**src/rtl/fifo_wr_arbiter.sv**
```systemverilog
`default_nettype none
// ============================================================================
// Module   : fifo_wr_arbiter
// Purpose  : Round-robin write arbiter that shares one FIFO push port between
//            NREQ valid/ready requesters. The granted owner may push up to
//            MAX_BURST consecutive words before the grant rotates.
// Ports    : i_clk, i_rst        - clock, synchronous active-high reset
//            i_req_valid/data    - per-requester valid and packed data
//            o_req_ready         - per-requester accept (one-hot or zero)
//            i_fifo_full         - FIFO full flag
//            o_fifo_push/wdata   - FIFO write strobe and data (same cycle)
//            o_grant_id          - requester transferring now (0 when none)
//            o_busy              - high while a burst owner holds the port
// Revision : 1.0 - initial release
// ============================================================================
module fifo_wr_arbiter #(
    parameter int WIDTH     = 16,
    parameter int NREQ      = 4,
    parameter int MAX_BURST = 4
) (
    input  logic                      i_clk,
    input  logic                      i_rst,
    input  logic [NREQ-1:0]           i_req_valid,
    input  logic [NREQ*WIDTH-1:0]     i_req_data,
    output logic [NREQ-1:0]           o_req_ready,
    input  logic                      i_fifo_full,
    output logic                      o_fifo_push,
    output logic [WIDTH-1:0]          o_fifo_wdata,
    output logic [$clog2(NREQ)-1:0]   o_grant_id,
    output logic                      o_busy
);

    localparam int c_IW = $clog2(NREQ);
    localparam int c_SW = c_IW + 1;            // holds ptr + offset before wrap
    localparam int c_CW = $clog2(MAX_BURST + 1);

    localparam logic [0:0] c_ST_IDLE = 1'b0;
    localparam logic [0:0] c_ST_OWN  = 1'b1;

    logic [0:0]      r_state;
    logic [c_IW-1:0] r_ptr;
    logic [c_IW-1:0] r_owner;
    logic [c_CW-1:0] r_cnt;

    logic            w_any;
    logic [c_IW-1:0] w_pick;
    logic [NREQ-1:0] w_ready;
    logic            w_xfer;
    logic [WIDTH-1:0] w_wdata;
    logic [c_IW-1:0] w_gid;

    function automatic logic [c_IW-1:0] f_next(input logic [c_IW-1:0] x);
        if (x == c_IW'(NREQ - 1))
            return '0;
        return x + c_IW'(1);
    endfunction

    // Round-robin search starting at r_ptr; the first valid hit wins.
    always_comb begin
        logic [c_SW-1:0] sum;
        logic [c_IW-1:0] idx;
        sum    = '0;
        idx    = '0;
        w_any  = 1'b0;
        w_pick = '0;
        for (int i = 0; i < NREQ; i++) begin
            sum = {1'b0, r_ptr} + c_SW'(i);
            if (sum >= c_SW'(NREQ))
                sum = sum - c_SW'(NREQ);
            idx = sum[c_IW-1:0];
            if (!w_any && i_req_valid[idx]) begin
                w_any  = 1'b1;
                w_pick = idx;
            end
        end
    end

    // Ready is never raised while the FIFO is full or reset is asserted.
    always_comb begin
        w_ready = '0;
        if (!i_rst && !i_fifo_full) begin
            if (r_state == c_ST_OWN)
                w_ready[r_owner] = 1'b1;
            else if (w_any)
                w_ready[w_pick] = 1'b1;
        end
    end

    assign w_xfer = |(w_ready & i_req_valid);

    always_comb begin
        w_wdata = '0;
        for (int k = 0; k < NREQ; k++) begin
            if (w_ready[k] && i_req_valid[k])
                w_wdata = i_req_data[k*WIDTH +: WIDTH];
        end
    end

    always_comb begin
        w_gid = '0;
        if (w_xfer)
            w_gid = (r_state == c_ST_OWN) ? r_owner : w_pick;
    end

    always_ff @(posedge i_clk) begin
        if (i_rst) begin
            r_state <= c_ST_IDLE;
            r_ptr   <= '0;
            r_owner <= '0;
            r_cnt   <= '0;
        end else begin
            case (r_state)
                c_ST_IDLE: begin
                    if (w_xfer) begin
                        if (MAX_BURST == 1) begin
                            r_ptr <= f_next(w_pick);
                        end else begin
                            r_state <= c_ST_OWN;
                            r_owner <= w_pick;
                            r_cnt   <= c_CW'(1);
                        end
                    end
                end
                c_ST_OWN: begin
                    if (!i_req_valid[r_owner]) begin
                        // Owner went quiet: give up the port (one bubble).
                        r_state <= c_ST_IDLE;
                        r_ptr   <= f_next(r_owner);
                        r_cnt   <= '0;
                    end else if (!i_fifo_full) begin
                        if (r_cnt == c_CW'(MAX_BURST - 1)) begin
                            r_state <= c_ST_IDLE;
                            r_ptr   <= f_next(r_owner);
                            r_cnt   <= '0;
                        end else begin
                            r_cnt <= r_cnt + c_CW'(1);
                        end
                    end
                end
                default: begin
                    r_state <= c_ST_IDLE;
                end
            endcase
        end
    end

    assign o_req_ready  = w_ready;
    assign o_fifo_push  = w_xfer;
    assign o_fifo_wdata = w_wdata;
    assign o_grant_id   = w_gid;
    assign o_busy       = (r_state == c_ST_OWN);

endmodule
`default_nettype wire
```
**config.mk**
```make
export PLATFORM = sky130hd
export DESIGN_NAME = fifo_wr_arbiter
export DESIGN_NICKNAME = d
export VERILOG_FILES = /design/src/rtl/fifo_wr_arbiter.sv
export SDC_FILE = /design/constraint.sdc
export NUM_CORES = 1
export LEC_CHECK = 0
export CAP_MARGIN = 20
export CORE_MARGIN = 2
export CORE_UTILIZATION = 35
export CTS_CLUSTER_SIZE = 28
export DETAILED_ROUTE_END_ITERATION = 16
export GPL_TIMING_DRIVEN = 1
export PLACE_DENSITY = 0.82
export SYNTH_ARGS = -nofsm -noshare
export SYNTH_HDL_FRONTEND = slang
export SYNTH_SLANG_ARGS = --single-unit
```
**constraint.sdc**
```tcl
create_clock -name i_clk -period 3.2 [get_ports i_clk]
set_clock_uncertainty 0.15 [all_clocks]
set_input_delay 0.8 -clock i_clk [delete_from_list [all_inputs] [get_ports i_clk]]
set_output_delay 0.8 -clock i_clk [all_outputs]
set_load 0.01 [all_outputs]
```
======== After elaboration in Yosys (flattened, before gate mapping) ========
Index checks and enable logic that the tools add are counted.
cells by class
  multiplexer cells ....................... 60
  order comparisons ....................... 12
  bitwise logic cells ..................... 2
  equality and inequality tests ........... 6
  reduce and logical (&&, ||, !) cells .... 19
  $add $sub $neg .......................... 9
operators by type and width
  kind                                                                   number
  16-bit 2-to-1 mux                                                      4
  2-bit 2-to-1 mux                                                       16
  1-bit 2-to-1 mux                                                       24
  2-bit by 3-bit < comparator with 1-bit output, second input constant   6
  3-bit 2-to-1 mux                                                       4
  4-bit 2-to-1 mux                                                       3
  1-bit binary-select mux with 2-bit select                              5
  1-bit logical AND                                                      10
  3-bit >= comparator, second input constant                             3
  2-bit by 1-bit subtractor with 2-bit output, second input constant     4
  2-bit by 2-bit adder with 3-bit output, second input constant          2
  3-bit case mux with 2 select lines                                     1
  1-bit zero test                                                        5
  4-bit bitwise AND                                                      1
  1-bit demux with 2-bit select                                          2
  2-bit by 1-bit >= comparator with 1-bit output, second input constant  2
  2-bit inequality test, second input constant                           2
  2-bit AND reduction                                                    2
  4-bit OR reduction                                                     1
  2-bit by 1-bit adder with 3-bit output, second input constant          1
  3-bit by 1-bit adder with 3-bit output, second input constant          1
  3-bit by 2-bit equality test with 1-bit output, second input constant  1
  2-bit by 3-bit >= comparator with 1-bit output, second input constant  1
  3-bit inequality test, second input constant                           1
  6 further kinds                                                        6
word-level totals
  bits of input ports ..................... 71
  register bits after elaboration ......... 8
  output and inout port bits .............. 24
  word-level logic and storage cells ...... 112

======== Logic depth before layout (Yosys ltp) ========
  depth in word-level cells ............... 26
  mapped depth ............................ 9
  mapped depth without buffers ............ 8

======== Worst setup path before layout ========
OpenSTA, ideal clock, no wires.
  kind .................................... input port to output port
  start ................................... input port i_req_valid[0]
  end ..................................... output port o_fifo_wdata[0]
  path slack .............................. -116 ps
  data required time ...................... 2250 ps
  path buffers ............................ 3
  arrival time ............................ 2366 ps
  stages .................................. 9
  cell sequence ........................... buf_2 > nor2b_1 > o21bai_1 > o211a_1 > a21o_1 > buf_2 > buf_2 > a221oi_1 > o31ai_1
between the ends
  longest elaborated chain between the ends .. 24
  elaborated cells between the ends (all ways) .. 38
  classes of those cells .................. order compare: 2; mux: 25; reduce/logical: 11
RTL lines
  element                                    line  text
  from (decl)                                23    input logic [NREQ-1:0] i_req_valid,
  1-bit binary-select mux with 2-bit select  71    if (!w_any && i_req_valid[idx]) begin
  1-bit 2-to-1 mux (not written as such)     71
  1-bit 2-to-1 mux                           71
  1-bit zero test                            71
  1-bit logical AND                          71
  1-bit 2-to-1 mux                           71
  1-bit zero test                            71
  1-bit logical AND                          71
  [6 not listed]                             n/a
  1-bit 2-to-1 mux (not written as such)     85    w_ready[w_pick] = 1'b1;
  1-bit demux with 2-bit select              85
  4-bit 2-to-1 mux                           84    else if (w_any)
  4-bit 2-to-1 mux                           82    if (r_state == c_ST_OWN)
  4-bit 2-to-1 mux                           81    if (!i_rst && !i_fifo_full) begin
  1-bit logical AND                          94    if (w_ready[k] && i_req_valid[k])
  16-bit 2-to-1 mux (3 in a row)             94
  16-bit 2-to-1 mux (*)                      94
  to (decl)                                  28    output logic [WIDTH-1:0] o_fifo_wdata,
Every way passes the cells marked *; elsewhere a longest branch is shown, timed or not. The select of a mux whose other input is x is not followed.

======== Final worst setup path ========
  start ................................... input port i_req_valid[0]
  end ..................................... output port o_fifo_wdata[14]
The elaborated chain is that of the path after synthesis.

==> results.toml <==
[synth]
postSynth.asyncResetShare_pct = 0
synthTopCellsByArea = "dfxtp_1 (12%), a221oi_1 (11%), o31ai_1 (9.2%)"
synth-seq-area-share_pct = 12.3
ys.flop_type = "dfxtp_1"
ys_types = 52
avgSynthCellArea_um2 = 6.77
synth-warning-count = 0
synth.net_count = 268
syn-cell-area_mm2 = 0.00130
yosys-top-cells-count = "nor2_1 (31), nand2_1 (22), a221oi_1 (16), o31ai_1 (16), buf_2 (9)"
synth_top_area_cell = "dfxtp_1"
yosysMostFrequentCell = "nor2_1"
synth-seq-cells = 8
syn_inst = 192
synth_edf_count = 0
netlist.area_leader.share_pct = 12.3

[timing]
drv_slew = 0
slew_headroom_pct = 69.8
tns_ns = -4.59
setup_violations = 19
tightestPinTransition_ns = 0.448
layout_min_cycle_time_ns = 3.53
hold_viol_final = 0
rsz0062_at_grt = "true"
layout_setup_ws_ns = -0.329
post-route-period-util_pct = 110
fmax_ghz = 0.283

[global_route]
grt_max_degree = 17
antenna_found_initial = 0
grt_pass1_wl_um = 11000
grt_pass1_vias = 2247
grt_usage_pct = 33.9
grt_overflow = 0

[power_and_ir_drop]
leakagePower_uw = 0.00134
p_int_uw = 410
power.density_mw_per_mm2 = 203
ir_drop_uv = 279
switching_power_uw = 231
seq_power_share_pct = 18.2
p_sw_share_pct = 36.0
comb_power_share_pct = 61.0
power_frac_clock_pct = 20.8

[clocking]
clkTransAtPathRegs_ns = 0.04
cts.sinks = 8
cts_tree = "done"
ctsLongestPathBuffers = 2
worstSkewPairLatency_ns = 0.25
cts_buffers = 3
clockRootBuffer = "clkbuf_8"
cts_max_level = 1
hold_buffers = 0

[drt]
wl_met3_um = 989
ant_nets = 0
top_layer_used = "met4"
vias = 2389
drc_errors = 0
wl_met2_um = 4080
wl_met1_um = 2830
wire_per_inst_um = 22.4
drt_first_pass_iters = 5
first_iter_violations = 234
vias_per_cell = 6.24
drt_wl_total_um = 8560

[layout]
n_fill_cell = 159
fin_area_mm2 = 0.00316
diodes = 0
layout-drive-gt1-share_pct = 46.3
final_nets = 413
syn2layout_area_growth_pct = 143

[die]
chipHeight_um = 64.9
die_area_mm2 = 0.00422
initial_core_util_pct = 36.1
rows = 22
die_w_um = 64.9
io_pins = 95
coreArea_mm2 = 0.00361

[placement]
port_buffers = 94
dp_slack_ns = -1.23
place_area_mm2 = 0.00258
place.gp.congestion = 0.951
dp_hpwl_um = 4270

[run_status]
violations = "setup timing"
status = "finished with violations"

[worst_setup_path]
start_kind = "primary input"
reg2reg_depth = 11
cp.required_ns = 2.25
crit_arrival_ns = 2.58
critical_path_class = "primary input to output pin"
critPathMaxFanout = 6
crit_path_end_kind = "output pin"

[worst_hold_path]
hold_depth = 2
min_path_type = "register to register"

[flow_run]
cap_violations = 0
-- power by group through the flow --
stage / Clock, uW / Sequential [uW] / Combinational (uW)
2_1_floorplan: 0 / 117 / 123
3_3_place_gp: 0 / 117 / 300
3_5_place_dp: 0 / 118 / 304
4_1_cts: 133 / 116 / 345
5_1_grt: 141 / 118 / 406
6_report: 133 / 117 / 391
-- through the flow --
stage / util [%] / hold WS [ns] / cells / power (uW)
floorplan: - / 0.320 / 192 / 240
global placement: 71.6 / 0.327 / 356 / 417
detailed placement: 71.6 / 0.340 / 356 / 421
CTS: 83.4 / 0.345 / 378 / 594
global route: 87.6 / 0.386 / 383 / 665
finish: 87.6 / 0.342 / 383 / 641
-- cell type report --
type | instances | area, um2 | area share, %
Clock buffer | 3 | 41.3 | 1.31
Tap cell | 48 | 60.1 | 1.90
Sequential cell | 8 | 161 | 5.11
Inverter | 7 | 26.3 | 0.831
Multi-Input combinational cell | 159 | 1380 | 43.5
Timing Repair Buffer | 158 | 1500 | 47.3
-- final timing paths --
check	slack, ns	start	endpoint
hold reg to reg	0.34	r_cnt[1]	r_cnt[1]
setup / recovery	-0.33	i_req_valid[0]	o_fifo_wdata[14]
setup reg to reg	0.56	r_ptr[1]	r_owner[1]
hold / removal	0.34	r_cnt[1]	r_cnt[1]
-- placed cells by master (no fill, tap or decap), types with 3 or more instances in the layout --
cell / instances
nor2_4: 5
buf_2: 18
o21ai_0: 6
a221oi_2: 14
buf_4: 41
nand2_1: 21
a21oi_1: 7
o21a_1: 3
clkbuf_8: 3
o31ai_2: 11
o31ai_1: 4
nand2b_1: 4
dfxtp_1: 7
buf_6: 21
inv_1: 6
buf_12: 3
ha_1: 5
nor2_2: 3
a21oi_4: 3
buf_8: 4
clkdlybuf4s50_1: 67
nor2_1: 24
-- routing by layer --
metal  track usage [%]  vias up
met3              6.94       72
met5                 0        -
met2              61.3      210
met4              18.1        0
met1              36.7     1096
li1                  -     1011
-- what timing repair did --
item	CTS	global route
setup endpoints to repair	23	20
resized for setup	170	29
gates cloned	3	0
setup buffers	18	5
pin swaps	20	17
-- kinds of logic after synthesis --
logic type      synth area share, %
mux                            3.66
fa+ha+maj                      4.81
flops                          12.3
buf+inv                        8.37
xor+xnor                      0.674
simple gates                   29.1
compound gates                 41.1
-- sequential cells by signal, indices dropped and copies added (netlist names) --
register and count:
o_busy 1, r_owner 2, r_ptr 2, r_cnt 3
-- worst max-delay path: stages --
cell,delay [ns]
buf_8,0.11
buf_6,0.12
mux2_4,0.30
nand2_4,0.11
o221ai_4,0.11
buf_6,0.14
a21oi_4,0.19
buf_6,0.15
nor2_1,0.06
o31ai_1,0.28
buf_2,0.22
Power figures use the tool's default switching activity.
